$ cat src/rtl/lcd_num_writer_if.sv
// Host/display-RAM bundle for lcd_num_writer.
//   start/value/hex/line : host request, sampled by the writer in IDLE
//   busy/done            : job status back to the host
//   we/addr/din          : LCD1602 display RAM write port driven by the writer
interface lcd_num_writer_if #(
    parameter int unsigned WIDTH = 32
);
    logic             start;
    logic [WIDTH-1:0] value;
    logic             hex;
    logic             line;
    logic             busy;
    logic             done;
    logic             we;
    logic [4:0]       addr;
    logic [7:0]       din;

    // Host side: issues requests, observes status and the RAM write stream.
    modport master (
        output start, value, hex, line,
        input  busy, done, we, addr, din
    );

    // Writer side.
    modport slave (
        input  start, value, hex, line,
        output busy, done, we, addr, din
    );
endinterface

$ cat src/rtl/lcd_num_writer.sv
// lcd_num_writer: turns one binary value per request into a 16-character
// right-aligned ASCII field (leading-zero-blanked decimal or 0x-prefixed
// uppercase hex) and writes it, one byte per cycle, to line 0 (addr 0-15)
// or line 1 (addr 16-31) of the LCD1602 display RAM.
// Ports:
//   clk   - system clock, rising edge
//   rst_n - synchronous active-low reset; aborts any job in progress
//   bus   - lcd_num_writer_if.slave: start/value/hex/line in,
//           busy/done/we/addr/din out (all outputs registered)
module lcd_num_writer #(
    parameter int unsigned WIDTH = 32
) (
    input  logic               clk,
    input  logic               rst_n,
    lcd_num_writer_if.slave    bus
);

    localparam int unsigned VAL_W   = 32;
    localparam int unsigned BCD_W   = 40;
    localparam int unsigned DIGITS  = 10;
    localparam int unsigned CHARS   = 16;
    localparam int unsigned IDX_W   = 4;
    localparam int unsigned CNT_W   = 5;
    localparam int unsigned ADDR_W  = 5;
    localparam int unsigned CHAR_W  = 8;
    localparam int unsigned EXT_W   = 64;

    localparam logic [CHAR_W-1:0] CH_SPACE = 8'h20;
    localparam logic [CHAR_W-1:0] CH_ZERO  = 8'h30;
    localparam logic [CHAR_W-1:0] CH_X     = 8'h78;
    // 'A' - 10, so nibble 10..15 maps straight onto 'A'..'F'
    localparam logic [CHAR_W-1:0] CH_HEXA  = 8'h37;

    typedef enum logic [1:0] {
        IDLE  = 2'd0,
        CONV  = 2'd1,
        WRITE = 2'd2,
        DONE  = 2'd3
    } state_t;

    state_t              state_q, state_d;
    logic [VAL_W-1:0]    sr_q, sr_d;
    logic [BCD_W-1:0]    bcd_q, bcd_d;
    logic [CNT_W-1:0]    bit_cnt_q, bit_cnt_d;
    logic [IDX_W-1:0]    idx_q, idx_d;
    logic                blank_q, blank_d;
    logic                hex_q, hex_d;
    logic                line_q, line_d;
    logic                busy_q, busy_d;
    logic                done_q, done_d;
    logic                we_q, we_d;
    logic [ADDR_W-1:0]   addr_q, addr_d;
    logic [CHAR_W-1:0]   din_q, din_d;

    // Character generation for the byte after the current one.
    logic [IDX_W-1:0]    nidx;
    logic [IDX_W-1:0]    k;
    logic [EXT_W-1:0]    bcd_ext;
    logic [EXT_W-1:0]    sr_ext;
    logic [3:0]          dig;
    logic [3:0]          nib;
    logic [CHAR_W-1:0]   ch;
    logic                blank_n;
    logic [BCD_W-1:0]    adj;

    // State and output registers.
    always_ff @(posedge clk) begin
        if (!rst_n) begin
            state_q   <= IDLE;
            sr_q      <= '0;
            bcd_q     <= '0;
            bit_cnt_q <= '0;
            idx_q     <= '0;
            blank_q   <= 1'b0;
            hex_q     <= 1'b0;
            line_q    <= 1'b0;
            busy_q    <= 1'b0;
            done_q    <= 1'b0;
            we_q      <= 1'b0;
            addr_q    <= '0;
            din_q     <= '0;
        end else begin
            state_q   <= state_d;
            sr_q      <= sr_d;
            bcd_q     <= bcd_d;
            bit_cnt_q <= bit_cnt_d;
            idx_q     <= idx_d;
            blank_q   <= blank_d;
            hex_q     <= hex_d;
            line_q    <= line_d;
            busy_q    <= busy_d;
            done_q    <= done_d;
            we_q      <= we_d;
            addr_q    <= addr_d;
            din_q     <= din_d;
        end
    end

    // Next-state, datapath and next-output logic.
    always_comb begin
        state_d   = state_q;
        sr_d      = sr_q;
        bcd_d     = bcd_q;
        bit_cnt_d = bit_cnt_q;
        idx_d     = idx_q;
        blank_d   = blank_q;
        hex_d     = hex_q;
        line_d    = line_q;
        busy_d    = 1'b0;
        done_d    = 1'b0;
        we_d      = 1'b0;
        addr_d    = addr_q;
        din_d     = din_q;

        nidx      = IDX_W'(idx_q + 4'd1);
        k         = IDX_W'(4'd15 - nidx);
        bcd_ext   = EXT_W'(bcd_q);
        sr_ext    = EXT_W'(sr_q);
        dig       = bcd_ext[{k, 2'b00} +: 4];
        nib       = sr_ext[{k, 2'b00} +: 4];
        ch        = CH_SPACE;
        blank_n   = blank_q;
        adj       = bcd_q;

        // Outputs are registered, so the byte for idx+1 is prepared while idx
        // is on the bus; blank_q tracks the blanking state up to idx.
        if (hex_q) begin
            if (nidx == 4'd6) begin
                ch = CH_ZERO;
            end else if (nidx == 4'd7) begin
                ch = CH_X;
            end else if (nidx >= 4'd8) begin
                ch = (nib < 4'd10) ? CHAR_W'(CH_ZERO + CHAR_W'(nib))
                                   : CHAR_W'(CH_HEXA + CHAR_W'(nib));
            end
        end else if (nidx >= 4'd6) begin
            if (blank_q && (dig == 4'd0) && (nidx != 4'd15)) begin
                ch = CH_SPACE;
            end else begin
                ch      = CHAR_W'(CH_ZERO + CHAR_W'(dig));
                blank_n = 1'b0;
            end
        end

        // Double-dabble correction: nibbles >= 5 get +3 before the shift.
        for (int unsigned n = 0; n < DIGITS; n++) begin
            if (bcd_q[4*n +: 4] >= 4'd5) begin
                adj[4*n +: 4] = 4'(bcd_q[4*n +: 4] + 4'd3);
            end
        end

        unique case (state_q)
            IDLE: begin
                if (bus.start) begin
                    sr_d      = VAL_W'(bus.value[WIDTH-1:0]);
                    hex_d     = bus.hex;
                    line_d    = bus.line;
                    bcd_d     = '0;
                    bit_cnt_d = '0;
                    idx_d     = '0;
                    blank_d   = 1'b1;
                    busy_d    = 1'b1;
                    if (bus.hex) begin
                        state_d = WRITE;
                        we_d    = 1'b1;
                        addr_d  = {bus.line, 4'd0};
                        din_d   = CH_SPACE;
                    end else begin
                        state_d = CONV;
                    end
                end
            end

            CONV: begin
                busy_d    = 1'b1;
                bcd_d     = {adj[BCD_W-2:0], sr_q[VAL_W-1]};
                sr_d      = {sr_q[VAL_W-2:0], 1'b0};
                bit_cnt_d = CNT_W'(bit_cnt_q + 5'd1);
                if (bit_cnt_q == 5'(VAL_W - 1)) begin
                    // Column 0 is always a space, so the final shift need not
                    // have landed before the first byte is prepared.
                    state_d = WRITE;
                    we_d    = 1'b1;
                    addr_d  = {line_q, 4'd0};
                    din_d   = CH_SPACE;
                end
            end

            WRITE: begin
                busy_d = 1'b1;
                if (idx_q == IDX_W'(CHARS - 1)) begin
                    state_d = DONE;
                    done_d  = 1'b1;
                end else begin
                    idx_d   = nidx;
                    blank_d = blank_n;
                    we_d    = 1'b1;
                    addr_d  = {line_q, nidx};
                    din_d   = ch;
                end
            end

            DONE: begin
                state_d = IDLE;
            end

            default: begin
                state_d = IDLE;
            end
        endcase
    end

    assign bus.busy = busy_q;
    assign bus.done = done_q;
    assign bus.we   = we_q;
    assign bus.addr = addr_q;
    assign bus.din  = din_q;

endmodule

$ cat src/flat_wrapper.sv
// flat-port wrapper written by rule: the top's interface ports become plain ports
module lcd_num_writer_flat 
#(
    parameter int unsigned WIDTH = 32
)
  (clk, rst_n, bus_start, bus_value, bus_hex, bus_line, bus_busy, bus_done, bus_we, bus_addr, bus_din);
  lcd_num_writer_if #(.WIDTH(WIDTH)) bus_i ();
  input  logic clk;
  input  logic rst_n;
  input wire logic [$bits(bus_i.start)-1:0] bus_start;
  input wire logic [$bits(bus_i.value)-1:0] bus_value;
  input wire logic [$bits(bus_i.hex)-1:0] bus_hex;
  input wire logic [$bits(bus_i.line)-1:0] bus_line;
  output wire logic [$bits(bus_i.busy)-1:0] bus_busy;
  output wire logic [$bits(bus_i.done)-1:0] bus_done;
  output wire logic [$bits(bus_i.we)-1:0] bus_we;
  output wire logic [$bits(bus_i.addr)-1:0] bus_addr;
  output wire logic [$bits(bus_i.din)-1:0] bus_din;
  assign bus_i.start = bus_start;
  assign bus_i.value = bus_value;
  assign bus_i.hex = bus_hex;
  assign bus_i.line = bus_line;
  assign bus_busy = bus_i.busy;
  assign bus_done = bus_i.done;
  assign bus_we = bus_i.we;
  assign bus_addr = bus_i.addr;
  assign bus_din = bus_i.din;
  lcd_num_writer #(.WIDTH(WIDTH)) u_core (.clk(clk), .rst_n(rst_n), .bus(bus_i));
endmodule
$ cat config.mk
export PLATFORM = sky130hd
export DESIGN_NAME = lcd_num_writer_flat
export DESIGN_NICKNAME = d
export VERILOG_FILES = /design/src/rtl/lcd_num_writer_if.sv /design/src/rtl/lcd_num_writer.sv /design/src/flat_wrapper.sv
export SDC_FILE = /design/constraint.sdc
export NUM_CORES = 1
export LEC_CHECK = 0
export CAP_MARGIN = 20
export CORE_MARGIN = 2
export CORE_UTILIZATION = 35
export DETAILED_ROUTE_END_ITERATION = 7
export PLACE_DENSITY_LB_ADDON = 0.3
export SETUP_SLACK_MARGIN = 0.4
export SLEW_MARGIN = 10
export SYNTH_ARGS = -nofsm -noshare
export SYNTH_HDL_FRONTEND = slang
export SYNTH_SLANG_ARGS = --single-unit
$ cat constraint.sdc
create_clock -name clk -period 3.3 [get_ports clk]
set_input_delay 0.33 -clock clk [delete_from_list [all_inputs] [get_ports clk]]
set_output_delay 0.33 -clock clk [all_outputs]
set_load 0.01 [all_outputs]
==> reports/qor.txt <==
status -> finished clean
clk root buf -> clkbuf_16
Pint -> 2789 uW
CP Launch Type -> register
DP Area -> 6600 sq um
GR met1 Demand/Resource -> 22.11%
CTS max path bufs -> 2
Final Power -> 4640 uW
post-route antenna net violation count -> 0
GR Overflow Total -> 0
largest area contributor in the netlist -> dfxtp_1
core footprint -> 16,580 sq um
fin crit share -> 81.25%
Detailed Place HPWL -> 9988 microns
minimum clock period -> 2681 ps
crit path max fanout -> 26
1st-iter DRT viols -> 372
post-synthesis adder-cell area fraction -> 6.112%
layout cells sized above 1 -> 8.071%
post-synthesis cell type count -> 55
mux contribution to synthesized area -> 12.50%
antenna cells -> 0
buffer count from post-CTS setup fixing -> 0
met2 usage -> 26.47%
Slew Viols, Final -> 0
Die ar. -> 18,020 sq um
Hold Path Origin -> u_core.bus.din[6]
TritonCTS Buffers -> 9
largest cells by area after synthesis -> dfxtp_1 34%, mux2i_1 7.8%, ha_1 6.1%
H-tree lvl count -> 3
Initial Util -> 35.80%
critical path class -> reg2reg
DRC viols -> 0
largest net degree at the start of global routing -> 63
Slew @ Worst Pin -> 844.1 ps
total negative slack -> 0 ps
average size of a mapped cell -> 8.457 sq um
Crit path required time -> 3600 ps
peak supply drop -> 0.0004487 V
#FFs+latches synth -> 101
FMAX -> 372.9 MHz
Top FF cell, synth -> dfxtp_1
Critical Path End Type -> register
XOR/XNOR Fraction of Synth Area -> 4.067%
Post-synth EDFFs -> 0
post-synthesis sequential area ratio -> 34.06%
Synth Area in Compound Gates -> 19.64%
DR WL/cell -> 15.10 microns
via count -> 5,045
CTS Hold Bufs -> 0
clock network fraction of total power -> 23.9%
Hold Vio Cnt, Final -> 0
hold_ws -> 463.9 ps
Synth Area in Simple Gates -> 17.70%
Ys Warns -> 0
vias in the first global route -> 4,793
die width -> 134.2 microns
Total GRT Usage -> 16.53%
GR Layer Usage met3 -> 4.195%
clk slew on worst S/H paths -> 70 ps
first-pass GRT wire length -> 24,260 microns
Critical Path AT -> 2980 ps
switching portion of total power -> 39.88%
Hold WC Path Type -> reg2reg
Setup violations, final -> 0
CTS tree -> yes
LEAKAGE -> 0.002415 uW
Worst Setup SP -> u_core.idx_q[0]
Power Density -> 668.4 nW/um^2
initial antenna violation count -> 0
via density per instance -> 5.305
Combinational Power Share -> 39.1%
top-area cell type share of the netlist area -> 34.06%
largest family of logic cells by synthesized area -> compound AO/OA/AOI/OAI gates
Final #Nets -> 792
Reg power frac -> 36.9%
First-pass DRT Iterations -> 5
I/O pins -> 53
Rel. slew slack -> 43.59%
P_sw -> 1850 uW
syn nets -> 768
Top Usage Layer GRT -> met2
Syn Inst Count -> 702
Post-Syn Area -> 5937 sq um
max cap viols -> 0
worst r2r src -> u_core.idx_q[0]
Sink Count -> 101
Area Overhead vs Synth -> 16.92%
clk_lat worst skew -> 360 ps
DRT Wirelength -> 14,360 microns
Setup Skew -> 9.695 ps
RSZ-0062 raised after global routing -> true
fin area -> 6942 sq um
Port Buf Inserts -> 51
die height -> 134.2 microns
placer congestion estimate -> 0.8107
FFs w/ async S/R, synth -> 0%
# rows -> 47
## cells in the final DEF (no fill, tap or decap), types with 3 or more instances in the layout
| master | Yosys | routed |
|---|---|---|
| dfxtp_1 | 101 | 101 |
| nor2_1 | 93 | 92 |
| clkdlybuf4s50_1 | 0 | 51 |
| a21oi_1 | 46 | 46 |
| mux2i_1 | 46 | 46 |
| nand2_1 | 43 | 43 |
| o21ai_0 | 39 | 39 |
| a211oi_1 | 33 | 33 |
| nor3_1 | 31 | 31 |
| ha_1 | 29 | 28 |
| inv_1 | 28 | 27 |
| a22oi_1 | 27 | 27 |
| nand3_1 | 25 | 25 |
| nand2b_1 | 13 | 13 |
| xor2_1 | 12 | 12 |
| mux4_2 | 11 | 11 |
| xnor2_1 | 10 | 10 |
| buf_4 | 5 | 10 |
| clkbuf_16 | 0 | 9 |
| nand4_1 | 6 | 6 |
| a31oi_1 | 5 | 5 |
| and3_1 | 4 | 4 |
| nor2b_1 | 4 | 4 |
| a2111oi_0 | 5 | 4 |
| mux2_2 | 3 | 3 |
| clkinvlp_4 | 0 | 3 |
## synth_stat cells, drive strengths merged (2+ instances only)
| cell type | count |
|---|---|
| a31oi | 5 |
| clkbuf | 30 |
| xor2 | 13 |
| a32oi | 2 |
| nand2 | 43 |
| mux4 | 11 |
| nand3 | 26 |
| ha | 29 |
| nor4 | 2 |
| a211oi | 33 |
| o21a | 2 |
| mux2i | 46 |
| a2bb2oi | 2 |
| mux2 | 3 |
| a22oi | 27 |
| inv | 28 |
| nand4 | 6 |
| o221ai | 2 |
| nor2b | 4 |
| a21o | 2 |
| xnor2 | 12 |
| nor3 | 32 |
| a21oi | 46 |
| a2111oi | 8 |
| dfxtp | 101 |
| and3 | 4 |
| nor3b | 2 |
| nor2 | 94 |
| or4 | 2 |
| buf | 20 |
| o21ai | 41 |
| nand2b | 13 |
## timing repair
| action | 4_1_cts | 5_1_grt |
|---|---|---|
| setup endpoints to repair | 0 | 7 |
| endpoints found under the hold margin | 0 | 0 |
| gates resized for setup | 0 | 5 |
## metrics by stage
| step | utilization [%] | setup WS, ps | cells |
|---|---|---|---|
| final | 41.86 | 618.6 | 951 |
| after global routing | 41.86 | 384.4 | 951 |
| after CTS | 41.67 | 511.7 | 951 |
| after detailed placement | 39.80 | 551.5 | 935 |
| after global placement | 39.80 | 601.3 | 935 |
| after floorplan | - | 497.7 | 702 |
## layer usage
layer / part of all wire (%) / up-vias
met5: 0 / -
met4: 1.5 / 0
met3: 4.2 / 11
met2: 45 / 97
met1: 49 / 2364
li1: - / 2573
## state kept, by name (all words and copies together) (netlist names)
name / count
u_core.sr_q: 32
u_core.state_q: 2
u_core.blank_q: 1
u_core.bus.done: 1
u_core.hex_q: 1
u_core.idx_q: 4
u_core.bus.busy: 1
u_core.bcd_q: 40
u_core.bit_cnt_q: 5
u_core.bus.we: 1
u_core.bus.din: 7
u_core.bus.addr: 5
u_core.line_q: 1
## power groups by stage
stage               clock, uW  combinational [uW]  sequential (uW)
global route             1190                2020             1750
floorplan                   0                1410             1640
CTS                      1140                1820             1710
global placement            0                1800             1750
detailed placement          0                1810             1740
finish                   1110                1820             1710
## critical path, stage by stage, from the launching register on
cell,delay [ps]
dfxtp_1,420
clkinvlp_4,210
ha_1,360
buf_6,260
mux4_2,350
mux2_2,270
nand2_1,100
ha_1,250
a221oi_1,260
o21a_1,140
## worst paths after layout
check / to / slack, ps / cells after the start
worst max register to register: u_core.bus.din[1] / 620 / 9
worst max-delay path: u_core.bus.din[1] / 620 / 9
worst min register to register: u_core.bus.din[6] / 460 / 2
worst min-delay path: u_core.bus.din[6] / 460 / 2
## cell type report
cell class | count | area, sq um
Sequential cell | 101 | 2022
Tap cell | 220 | 275.3
Clock inverter | 4 | 53.80
Fill cell | 1680 | 9642
Multi-Input combinational cell | 522 | 3605
Clock buffer | 12 | 256.5
Inverter | 29 | 112.6
Timing Repair Buffer | 63 | 616.8
## cell families (layout without fill, tap and decap cells)
kind of cell,count (synthesis),after routing
other cells,1,1
mux,60,60
flops,101,101
simple gates,230,230
fa+ha+maj,29,29
xor+xnor,25,25
compound gates,177,177
buf+inv,79,108
Power figures use the tool's default switching activity.
